===== src/rtl/axi_stream_skid_slice.sv =====
// axi_stream_skid_slice: per-lane AXI-Stream register slice with one skid entry.
// Each lane buffers up to two beats.
// s_axis_tready comes straight from a flop.
// m_axis is driven from the lane's main register, so forward latency is one cycle.
// Lanes share only the clock and the reset.
module axi_stream_skid_slice #(
    parameter int COUNTS = 1
) (
    input  logic                  axis_aclk,
    input  logic                  axis_aresetn,
    input  logic [COUNTS-1:0]     s_axis_tvalid,
    input  logic [512*COUNTS-1:0] s_axis_tdata,
    input  logic [64*COUNTS-1:0]  s_axis_tkeep,
    input  logic [COUNTS-1:0]     s_axis_tlast,
    input  logic [16*COUNTS-1:0]  s_axis_tuser_size,
    input  logic [16*COUNTS-1:0]  s_axis_tuser_src,
    input  logic [16*COUNTS-1:0]  s_axis_tuser_dst,
    output logic [COUNTS-1:0]     s_axis_tready,
    output logic [COUNTS-1:0]     m_axis_tvalid,
    output logic [512*COUNTS-1:0] m_axis_tdata,
    output logic [64*COUNTS-1:0]  m_axis_tkeep,
    output logic [COUNTS-1:0]     m_axis_tlast,
    output logic [16*COUNTS-1:0]  m_axis_tuser_size,
    output logic [16*COUNTS-1:0]  m_axis_tuser_src,
    output logic [16*COUNTS-1:0]  m_axis_tuser_dst,
    input  logic [COUNTS-1:0]     m_axis_tready
);

    // One beat is {tdata, tkeep, tlast, tuser_size, tuser_src, tuser_dst}.
    localparam int BEAT_W = 512 + 64 + 1 + 16 * 3;

    typedef enum logic [1:0] {
        ST_EMPTY = 2'd0,   // main invalid
        ST_ONE   = 2'd1,   // main valid, skid empty
        ST_FULL  = 2'd2    // main and skid both valid
    } lane_state_t;

    genvar gi;
    generate
        for (gi = 0; gi < COUNTS; gi++) begin : g_lane
            lane_state_t       state_reg;
            lane_state_t       state_next;
            logic              ready_reg;
            logic [BEAT_W-1:0] main_reg;
            logic [BEAT_W-1:0] skid_reg;
            logic [BEAT_W-1:0] in_beat;
            logic              up_xfer;
            logic              down_xfer;
            logic              load_main;
            logic              load_skid;
            logic              main_from_skid;

            assign in_beat = {s_axis_tdata[512*gi +: 512],
                              s_axis_tkeep[64*gi +: 64],
                              s_axis_tlast[gi],
                              s_axis_tuser_size[16*gi +: 16],
                              s_axis_tuser_src[16*gi +: 16],
                              s_axis_tuser_dst[16*gi +: 16]};

            // tready already excludes FULL and the reset-release cycle.
            assign up_xfer   = s_axis_tvalid[gi] & ready_reg;
            assign down_xfer = (state_reg != ST_EMPTY) & m_axis_tready[gi];

            // Next state and register-load strobes for the lane.
            always_comb begin
                state_next     = state_reg;
                load_main      = 1'b0;
                load_skid      = 1'b0;
                main_from_skid = 1'b0;
                case (state_reg)
                    ST_EMPTY: begin
                        if (up_xfer) begin
                            load_main  = 1'b1;
                            state_next = ST_ONE;
                        end
                    end
                    ST_ONE: begin
                        if (up_xfer && down_xfer) begin
                            load_main = 1'b1;
                        end else if (up_xfer) begin
                            load_skid  = 1'b1;
                            state_next = ST_FULL;
                        end else if (down_xfer) begin
                            state_next = ST_EMPTY;
                        end
                    end
                    ST_FULL: begin
                        if (down_xfer) begin
                            load_main      = 1'b1;
                            main_from_skid = 1'b1;
                            state_next     = ST_ONE;
                        end
                    end
                    default: begin
                        state_next = ST_EMPTY;
                    end
                endcase
            end

            // State and tready flops.
            // Reset clears them immediately; ready rises on the first edge after release.
            always_ff @(posedge axis_aclk or negedge axis_aresetn) begin
                if (!axis_aresetn) begin
                    state_reg <= ST_EMPTY;
                    ready_reg <= 1'b0;
                end else begin
                    state_reg <= state_next;
                    ready_reg <= (state_next != ST_FULL);
                end
            end

            // Beat storage: data only, no reset.
            // Each register holds its value unless loaded.
            always_ff @(posedge axis_aclk) begin
                if (load_main) begin
                    main_reg <= main_from_skid ? skid_reg : in_beat;
                end
                if (load_skid) begin
                    skid_reg <= in_beat;
                end
            end

            assign s_axis_tready[gi] = ready_reg;
            assign m_axis_tvalid[gi] = (state_reg != ST_EMPTY);
            assign {m_axis_tdata[512*gi +: 512],
                    m_axis_tkeep[64*gi +: 64],
                    m_axis_tlast[gi],
                    m_axis_tuser_size[16*gi +: 16],
                    m_axis_tuser_src[16*gi +: 16],
                    m_axis_tuser_dst[16*gi +: 16]} = main_reg;
        end
    endgenerate

endmodule

===== config.mk =====
export PLATFORM = sky130hd
export DESIGN_NAME = axi_stream_skid_slice
export DESIGN_NICKNAME = d
export VERILOG_FILES = /design/src/rtl/axi_stream_skid_slice.sv
export SDC_FILE = /design/constraint.sdc
export NUM_CORES = 1
export LEC_CHECK = 0
export ABC_CLOCK_PERIOD_IN_PS = 17550
export CORE_AREA = 5 5 489 491
export CTS_CLUSTER_SIZE = 20
export DETAILED_ROUTE_END_ITERATION = 10
export DIE_AREA = 0 0 494 496
export PLACE_DENSITY = 0.39
export SLEW_MARGIN = 0
export SYNTH_ARGS = -nofsm -noshare
export SYNTH_HDL_FRONTEND = slang
export SYNTH_SLANG_ARGS = --single-unit

===== constraint.sdc =====
create_clock -name axis_aclk -period 17.55 [get_ports axis_aclk]
set_clock_uncertainty 0.2 [all_clocks]
set_input_delay 3.51 -clock axis_aclk [delete_from_list [all_inputs] [get_ports axis_aclk]]
set_output_delay 3.51 -clock axis_aclk [all_outputs]
set_load 0.01 [all_outputs]

Yosys cells after proc, flatten, opt, wreduce, memory -nomap -nowiden
Cells that the tools add are included.
{"block": "totals", "latch_bits": 0, "ff_bits": 1253, "romBits": 0, "input_bits": 629, "memories": 0, "output_inout_bits": 627, "wordCells": 26, "mem_bits_rw": 0}
{"block": "classes", "mul": 0, "div_mod_pow": 0, "muxes": 14, "bitwise_logic": 2, "n_reduce_logical": 3, "shifts": 0, "eq_ne": 3, "order_cmp": 0, "add_sub_neg": 0}
{"cell": "2-to-1 mux 625 bit", "count": 1}
{"cell": "2-to-1 mux 2 bit", "count": 5}
{"cell": "2-to-1 mux 1 bit", "count": 6}
{"cell": "one-hot mux 2 bit (3 select lines)", "count": 1}
{"cell": "one-hot mux 1 bit (3 select lines)", "count": 1}
{"cell": "bitwise AND 1 bit", "count": 2}
{"cell": "equality test 2 x 1 -> 1 bit (second input constant)", "count": 1}
{"cell": "equality test 2 bit (second input constant)", "count": 1}
{"cell": "zero test 2 bit", "count": 1}
{"cell": "inequality test 2 bit (second input constant)", "count": 1}
{"cell": "nonzero test 2 bit", "count": 1}
{"cell": "logical AND 1 bit", "count": 1}

Logic depth before layout (Yosys ltp)
Gate-level depths: netlist (run 1).
{"block": "logic_depth", "depth_word": 7, "mapped_depth": 6, "mapped_depth_nobuf": 3}

Least setup slack after synthesis (run 1)
OpenSTA, ideal clock, no wires.
{"block": "synth_path", "path_type": "input to register", "startpoint": "input m_axis_tready", "endpoint": "register g_lane[0].main_reg[0], enable pin", "arrival_time_ps": 14218, "path_buffers": 2, "setup_time_ps": 4370, "path_slack_ps": -1238, "stages": 5, "cell_sequence": "and3b_1 buf_2 buf_2 o21ba_2 nand2_1"}
{"block": "synth_between", "elab_chain_cells": 4, "word_cells_on_any_way": 5, "classes_between": "3 x mux; 1 x bitwise; 1 x reduce/logical"}
{"item": "start, declared", "line": "26", "rtl": "input logic [COUNTS-1:0] m_axis_tready"}
{"item": "bitwise AND 1 bit (*)", "line": "62", "rtl": "assign down_xfer = (state_reg != ST_EMPTY) & m_axis_tready[gi];"}
{"item": "logical AND 1 bit", "line": "78", "rtl": "if (up_xfer && down_xfer) begin"}
{"item": "2-to-1 mux 1 bit", "line": "78"}
{"item": "one-hot mux 1 bit (3 select lines) (*)", "line": "70", "rtl": "case (state_reg)"}
{"item": "named net g_lane[0].load_main", "line": "49", "rtl": "logic load_main;"}
{"item": "end signal, assigned", "line": "116", "rtl": "main_reg <= main_from_skid ? skid_reg : in_beat;"}
{"item": "end, declared", "line": "44", "rtl": "logic [BEAT_W-1:0] main_reg;"}
The timed path passes the listed nets; every way through them passes the cells marked *.
A chain may end at the register's enable or synchronous reset.

Worst setup path in the final report (run 1)
{"block": "layout_path", "startpoint": "input m_axis_tready", "endpoint": "register g_lane[0].main_reg[362], data pin"}
{"block": "layout_between", "elab_chain_cells": 4}
{"item": "bitwise AND 1 bit", "line": "62"}
{"item": "2-to-1 mux 1 bit", "line": "88", "rtl": "if (down_xfer) begin"}
{"item": "2-to-1 mux 1 bit", "line": "70"}
{"item": "2-to-1 mux 625 bit", "line": "116"}
No other way between the ends.

==> flow_results.xml, run 1 <==
<?xml version="1.0" encoding="UTF-8"?>
<metrics>
  <group name="run_status">
    <metric name="status" unit="">finished, final reports clean</metric>
  </group>
  <group name="global_routing">
    <metric name="grt_pass1_wl" unit="um">221000</metric>
    <metric name="grt_start_max_net_pins" unit="">162</metric>
    <metric name="first_global_vias" unit="">25782</metric>
    <metric name="groute.usage.overall" unit="">0.129</metric>
    <metric name="antenna_violations_before_repair" unit="">93</metric>
    <metric name="gr-total-overflow" unit="">0</metric>
  </group>
  <group name="floorplanning">
    <metric name="die_h" unit="um">496</metric>
    <metric name="floorplan.rows" unit="">178</metric>
    <metric name="core_region_area" unit="mm^2">0.234</metric>
    <metric name="die_x" unit="um">494</metric>
    <metric name="overall_die_area" unit="mm^2">0.245</metric>
    <metric name="initial_core_util" unit="">0.197</metric>
    <metric name="num_io_pins" unit="">1256</metric>
  </group>
  <group name="min_path">
    <metric name="kind_of_path_behind_the_tightest_hold_check" unit="">reg -&gt; reg</metric>
  </group>
  <group name="route">
    <metric name="drt-initial-drc-count" unit="">1280</metric>
    <metric name="route.detailed.vias_per_inst" unit="">3.69</metric>
    <metric name="detailed_route_wirelength_on_metal2" unit="um">77500</metric>
    <metric name="drt-pass1-iter-count" unit="">4</metric>
    <metric name="routed-wl-met3" unit="um">22000</metric>
    <metric name="top_layer_used_by_detailed_routing" unit="">met5</metric>
    <metric name="detail-route-antenna-nets" unit="">0</metric>
    <metric name="detail_route.drc_violations" unit="">0</metric>
    <metric name="wl_met1" unit="um">61400</metric>
    <metric name="detail_route.wirelength" unit="um">166000</metric>
    <metric name="drt-wirelength-per-cell" unit="um">25.2</metric>
    <metric name="vias" unit="">24408</metric>
  </group>
  <group name="layout">
    <metric name="post-route-util" unit="">0.287</metric>
    <metric name="filler_cell_count" unit="">23461</metric>
    <metric name="post_route_cells_drive_above_1_share" unit="">0.249</metric>
    <metric name="areaGrowthSynthToFinish" unit="%">45.9</metric>
    <metric name="finalNetCount" unit="">3957</metric>
    <metric name="stdcell_area" unit="mm^2">0.0672</metric>
  </group>
  <group name="synthesis">
    <metric name="post_synth_num_cell_types" unit="">18</metric>
    <metric name="yosys_warnings" unit="">0</metric>
    <metric name="postSynthCellCount" unit="">1963</metric>
    <metric name="yosysSeqAreaShare" unit="">0.816</metric>
    <metric name="netlist_top_cells_count" unit="">1250 x edfxtp_1, 425 x mux2_2, 200 x mux2_4</metric>
    <metric name="synth_edf_count" unit="">1250</metric>
    <metric name="netlist.area_leader.share" unit="">0.815</metric>
    <metric name="post_synth_instance_area" unit="mm^2">0.0461</metric>
    <metric name="syn-mean-instance-area" unit="um^2">23.5</metric>
    <metric name="synth_top_area_cell" unit="">edfxtp_1</metric>
    <metric name="synth_area_leaders" unit="">edfxtp_1 81%, mux2_2 10%, mux2_4 6.5%</metric>
    <metric name="yosysMostFrequentCell" unit="">edfxtp_1</metric>
    <metric name="synthesis_stage_register_bit_count" unit="">1253</metric>
    <metric name="mappedNetlistNets" unit="">2592</metric>
    <metric name="synth_async_sr_flop_share" unit="">0.00239</metric>
    <metric name="synth_top_flop_cell" unit="">edfxtp_1</metric>
  </group>
  <group name="worst_setup_path">
    <metric name="kind_of_start_point_of_the_critical_path" unit="">input pin</metric>
    <metric name="cp.arrival" unit="ps">8000</metric>
    <metric name="worst-endpoint-required" unit="ps">17870</metric>
    <metric name="worst_setup_path_end_kind" unit="">flop</metric>
    <metric name="setup.worst_path.class" unit="">in -&gt; reg</metric>
    <metric name="path_max_fanout" unit="">64</metric>
  </group>
  <group name="pwr">
    <metric name="cellPowerDensity" unit="mW/mm^2">140</metric>
    <metric name="ir_drop" unit="V">0.000101</metric>
    <metric name="leakagePower" unit="nW">22.1</metric>
  </group>
  <group name="clock_network">
    <metric name="clk_path_buf_depth" unit="">3</metric>
    <metric name="root_buffer" unit="">clkbuf_16</metric>
    <metric name="inserted_clock_buffers" unit="">155</metric>
    <metric name="htreeDepth" unit="">4</metric>
    <metric name="clkSinkCount" unit="">1253</metric>
    <metric name="cts_resized" unit="">0</metric>
    <metric name="insertion_delay_to_the_later_sink_of_the_worst_skew_pair" unit="ps">780</metric>
    <metric name="cts_hold_repair.buffers" unit="">0</metric>
    <metric name="cts_post_setup_buffers_inserted" unit="">0</metric>
    <metric name="tritoncts" unit="">yes</metric>
    <metric name="worst_setup_hold_path_clk_slew" unit="ps">60</metric>
  </group>
  <group name="timing">
    <metric name="drv_slew" unit="">0</metric>
    <metric name="rsz0062_at_grt" unit="">no</metric>
    <metric name="setup_viol" unit="">0</metric>
    <metric name="max_slew_margin" unit="">0.259</metric>
    <metric name="fin_setup_tns" unit="ps">0</metric>
    <metric name="final_min_period_over_clock_period" unit="">0.438</metric>
    <metric name="hold-worst-slack" unit="ps">299</metric>
    <metric name="max_freq" unit="MHz">130</metric>
    <metric name="finalHoldViolCount" unit="">0</metric>
    <metric name="finalWorstPathRequiredPeriod" unit="ps">7680</metric>
    <metric name="timing_worst_slew_pin_value" unit="ps">1110</metric>
  </group>
  <group name="placement">
    <metric name="port_buffers" unit="">1255</metric>
    <metric name="place_congestion" unit="">0.767</metric>
    <metric name="dp.final_hpwl" unit="um">121000</metric>
    <metric name="placed_cell_area" unit="mm^2">0.0623</metric>
  </group>
  <group name="flow_run">
    <metric name="max_capacitance_violation_total" unit="">0</metric>
  </group>
</metrics>
## worst max-delay path, cell delays in order
cell and delay (ps):
clkdlybuf4s50_1 560, and3b_4 470, buf_4 790, buf_4 670, buf_4 710, buf_4 640
mux2_2 400
## cell families (layout without fill, tap and decap cells)
group,Yosys count,in the layout,synth area share
AO/OA/AOI/OAI,4,4,0.000597
buffers and inverters,71,1550,0.0128
flip-flops,1253,1253,0.816
multiplexers,626,626,0.169
other,0,22,0
AND/OR/NAND/NOR,9,9,0.00111
## per-stage QoR
| stage | instances | total power, W | worst slack, ps |
|---|---|---|---|
| after floorplan | 1963 | 0.00532 | 551 |
| after global placement | 6321 | 0.00646 | 9000 |
| after detailed placement | 6321 | 0.00644 | 9020 |
| after CTS | 6592 | 0.00969 | 9900 |
| after global routing | 6599 | 0.00989 | 9690 |
| final | 6614 | 0.00944 | 9870 |
## area by class of cell
class                   count  area, um^2  area share
multi-input cells         639        7900       0.117
diodes                     22        55.1    0.000819
well taps                3150        3940      0.0586
repair buffers           1278       12800       0.191
clock buffers             191        4010      0.0597
flip-flops and latches   1253       37600       0.559
clock inverters            80         897      0.0133
inverters                   1        11.3    0.000167
## layer usage
metal  track usage  up-vias
met5             0        -
met1         0.140    12165
met3        0.0797      363
met2         0.211     1155
met4        0.0391       44
li1              -    10681
## final timing paths
kind                                              startpoint                                end  slack [ps]  cells past startpoint
max                                            m_axis_tready  g_lane[0].main_reg[362]$_DFFE_PP_        9870                      7
min                        g_lane[0].skid_reg[433]$_DFFE_PP_  g_lane[0].main_reg[433]$_DFFE_PP_         300                      1
max reg2reg                 g_lane[0].state_reg[0]$_DFF_PN0_  g_lane[0].main_reg[362]$_DFFE_PP_       12700                      6
min reg2reg                g_lane[0].skid_reg[433]$_DFFE_PP_  g_lane[0].main_reg[433]$_DFFE_PP_         300                      1
max in group asynchronous                       axis_aresetn   g_lane[0].state_reg[0]$_DFF_PN0_       14280                      1
min in group asynchronous                       axis_aresetn   g_lane[0].state_reg[1]$_DFF_PN0_        2720                      1
## layout by cell type, fill, tap and decap left out, types with 2 or more instances in the layout
master,instances
buf_4,17
nand2_1,3
edfxtp_1,1250
clkinv_16,7
o21ai_0,2
inv_6,5
clkinv_2,15
clkdlybuf4s50_1,1255
clkbuf_16,155
mux2_2,425
dfrtp_1,3
clkinv_8,3
inv_16,3
diode_2,22
clkbuf_1,36
clkinv_1,32
bufinv_16,10
clkinvlp_4,4
buf_12,6
mux2_4,200
## power by group
part	switching (W)	total [W]	internal [W]
logic	0.00112	0.00206	0.000948
registers	0.000167	0.00424	0.00407
clock network	0.00135	0.00314	0.00179
No activity file was read; power rests on OpenSTA's default activity.
==> inputs of run 2 (changes only) <==
--- a/config.mk
+++ b/config.mk
@@ -5,7 +5,7 @@
 export SDC_FILE = /design/constraint.sdc
 export NUM_CORES = 1
 export LEC_CHECK = 0
-export ABC_CLOCK_PERIOD_IN_PS = 17550
+export ABC_CLOCK_PERIOD_IN_PS = 7200
 export CORE_AREA = 5 5 489 491
 export CTS_CLUSTER_SIZE = 20
 export DETAILED_ROUTE_END_ITERATION = 10
==> constraint.sdc (replaced) <==
create_clock -name axis_aclk -period 7.2 [get_ports axis_aclk]
set_clock_uncertainty 0.2 [all_clocks]
set_input_delay 1.44 -clock axis_aclk [delete_from_list [all_inputs] [get_ports axis_aclk]]
set_output_delay 1.44 -clock axis_aclk [all_outputs]
set_load 0.01 [all_outputs]
==> flow_results.xml, run 2 (synthesis gave the netlist of run 1 again) <==
<?xml version="1.0" encoding="UTF-8"?>
<metrics>
  <group name="floorplanning">
    <metric name="overall_die_area" unit="mm^2">0.245</metric>
    <metric name="die_h" unit="um">496</metric>
    <metric name="floorplan.rows" unit="">178</metric>
    <metric name="num_io_pins" unit="">1256</metric>
    <metric name="initial_core_util" unit="">0.197</metric>
    <metric name="core_region_area" unit="mm^2">0.234</metric>
    <metric name="die_x" unit="um">494</metric>
  </group>
  <group name="placement">
    <metric name="dp.final_hpwl" unit="um">123000</metric>
    <metric name="dp_worst_setup_slack" unit="ps">2380</metric>
    <metric name="place_congestion" unit="">0.780</metric>
    <metric name="port_buffers" unit="">1255</metric>
    <metric name="dp_cells" unit="">6340</metric>
  </group>
  <group name="route">
    <metric name="drt-wirelength-per-cell" unit="um">25.2</metric>
    <metric name="detail_route.wirelength" unit="um">167000</metric>
    <metric name="drt-pass1-iter-count" unit="">5</metric>
    <metric name="vias" unit="">24497</metric>
    <metric name="route.detailed.vias_per_inst" unit="">3.70</metric>
    <metric name="detail_route.drc_violations" unit="">0</metric>
    <metric name="detail-route-antenna-nets" unit="">0</metric>
    <metric name="drt-initial-drc-count" unit="">1166</metric>
  </group>
  <group name="run_status">
    <metric name="status" unit="">finished, final reports clean</metric>
  </group>
  <group name="worst_setup_path">
    <metric name="cp.arrival" unit="ps">4170</metric>
    <metric name="timing.critical_path.from" unit="">m_axis_tready</metric>
    <metric name="kind_of_start_point_of_the_critical_path" unit="">input pin</metric>
    <metric name="crit-reg2reg-launch" unit="">g_lane[0].state_reg[0]$_DFF_PN0_</metric>
    <metric name="worst_setup_path_end_kind" unit="">flop</metric>
    <metric name="setup.worst_path.end" unit="">g_lane[0].main_reg[255]$_DFFE_PP_</metric>
    <metric name="ff2ff_path_depth" unit="">4</metric>
    <metric name="reg2reg_to" unit="">g_lane[0].main_reg[255]$_DFFE_PP_</metric>
    <metric name="r2r_setup_slk" unit="ps">3980</metric>
    <metric name="worst-endpoint-required" unit="ps">7360</metric>
    <metric name="path_max_fanout" unit="">105</metric>
    <metric name="setup.worst_path.class" unit="">in -&gt; reg</metric>
  </group>
  <group name="global_routing">
    <metric name="grt_pass1_wl" unit="um">222000</metric>
    <metric name="gr-total-overflow" unit="">0</metric>
    <metric name="groute.usage.overall" unit="">0.130</metric>
    <metric name="grt_start_max_net_pins" unit="">139</metric>
    <metric name="first_global_vias" unit="">25827</metric>
    <metric name="antenna_violations_before_repair" unit="">73</metric>
  </group>
  <group name="layout">
    <metric name="layout.cells.most_common" unit="">clkdlybuf4s50_1</metric>
    <metric name="mostFrequentLayoutCells" unit="">1255 x clkdlybuf4s50_1, 1250 x edfxtp_1, 425 x mux2_2, 200 x mux2_4, 158 x clkbuf_16</metric>
    <metric name="filler_cell_count" unit="">23474</metric>
    <metric name="post_route_cells_drive_above_1_share" unit="">0.249</metric>
    <metric name="finalNonFillerCells" unit="">6629</metric>
    <metric name="areaGrowthSynthToFinish" unit="%">46.0</metric>
    <metric name="finalNetCount" unit="">3976</metric>
  </group>
  <group name="clock_network">
    <metric name="insertion_delay_to_the_later_sink_of_the_worst_skew_pair" unit="ps">760</metric>
    <metric name="cts_hold_repair.buffers" unit="">0</metric>
    <metric name="clkSinkCount" unit="">1253</metric>
    <metric name="cts_resized" unit="">0</metric>
    <metric name="worst_setup_hold_path_clk_slew" unit="ps">60</metric>
    <metric name="tritoncts" unit="">yes</metric>
    <metric name="inserted_clock_buffers" unit="">155</metric>
    <metric name="cts_post_setup_buffers_inserted" unit="">0</metric>
    <metric name="clk_path_buf_depth" unit="">3</metric>
    <metric name="htreeDepth" unit="">4</metric>
    <metric name="root_buffer" unit="">clkbuf_16</metric>
  </group>
  <group name="pwr">
    <metric name="cellPowerDensity" unit="mW/mm^2">339</metric>
    <metric name="ir_drop" unit="V">0.000216</metric>
    <metric name="total_power" unit="W">0.0228</metric>
    <metric name="leakagePower" unit="nW">22.1</metric>
  </group>
  <group name="min_path">
    <metric name="worstHoldPathCells" unit="">1</metric>
    <metric name="kind_of_path_behind_the_tightest_hold_check" unit="">reg -&gt; reg</metric>
  </group>
  <group name="timing">
    <metric name="fin_setup_tns" unit="ps">0</metric>
    <metric name="rsz0062_at_grt" unit="">no</metric>
    <metric name="drv_slew" unit="">0</metric>
    <metric name="worst_slack" unit="ps">3190</metric>
    <metric name="timing_worst_slew_pin_value" unit="ps">1230</metric>
    <metric name="max_slew_margin" unit="">0.178</metric>
    <metric name="max_freq" unit="MHz">249</metric>
    <metric name="finalWorstPathRequiredPeriod" unit="ps">4010</metric>
    <metric name="setup_viol" unit="">0</metric>
    <metric name="final_min_period_over_clock_period" unit="">0.557</metric>
    <metric name="finalHoldViolCount" unit="">0</metric>
  </group>
  <group name="flow_run">
    <metric name="max_capacitance_violation_total" unit="">0</metric>
  </group>
</metrics>
==> run 2: cell types whose count changed in the layout (fill, tap and decap cells not counted), moves of 4 or more <==
| cell | previous run | this run |
|---|---|---|
| clkbuf_1 | 36 | 40 |
| buf_4 | 17 | 30 |
| buf_12 | 6 | 12 |
| diode_2 | 22 | 16 |
| clkinv_1 | 32 | 43 |
| bufinv_16 | 10 | 3 |
| clkinv_2 | 15 | 11 |
==> run 2: how the worst min path moves through the flow <==
stage	from	endpoint	slack (ps)
2_1_floorplan	g_lane[0].state_reg[1]$_DFF_PN0_	g_lane[0].state_reg[0]$_DFF_PN0_	280
3_3_place_gp	g_lane[0].skid_reg[148]$_DFFE_PP_	g_lane[0].main_reg[148]$_DFFE_PP_	330
3_5_place_dp	g_lane[0].skid_reg[194]$_DFFE_PP_	g_lane[0].main_reg[194]$_DFFE_PP_	330
4_1_cts	g_lane[0].skid_reg[579]$_DFFE_PP_	g_lane[0].main_reg[579]$_DFFE_PP_	300
5_1_grt	g_lane[0].skid_reg[579]$_DFFE_PP_	g_lane[0].main_reg[579]$_DFFE_PP_	320
6_report	g_lane[0].skid_reg[552]$_DFFE_PP_	g_lane[0].main_reg[552]$_DFFE_PP_	300
==> run 2: metrics by stage <==
step | hold WS (ps) | instance area (um^2) | utilization
final | 305 | 67300 | 0.287
after CTS | 299 | 67200 | 0.287
after global placement | 326 | 62500 | 0.267
after global routing | 322 | 67200 | 0.287
after detailed placement | 330 | 62500 | 0.267
after floorplan | 280 | 46100 | -
==> run 2: critical path: stages <==
cell             delay [ps]
clkdlybuf4s50_1         570
and3b_4                 510
o21ba_2                 260
nand2_8                 580
buf_12                  550
==> run 2: area by class of cell <==
type                            count  area (um^2)  area share
Multi-Input combinational cell    639         7900       0.117
Antenna cell                       16         40.0    0.000595
Timing Repair Buffer             1297        13000       0.194
Inverter                            1         7.51    0.000112
Clock inverter                     75          626     0.00930
Tap cell                         3150         3940      0.0586
Sequential cell                  1253        37600       0.559
Clock buffer                      198         4100      0.0610
==> run 2: per-layer routing <==
layer,track usage,part of all wire
met3,0.0737,0.12
met2,0.221,0.49
met5,0,0.0018
met1,0.141,0.37
met4,0.0288,0.021
==> run 2: where the power goes <==
part	internal [W]	switching (W)	leakage, nW
Sequential	0.00992	0.000455	11.7
Clock	0.00415	0.00320	2.27
Combinational	0.00237	0.00272	8.10
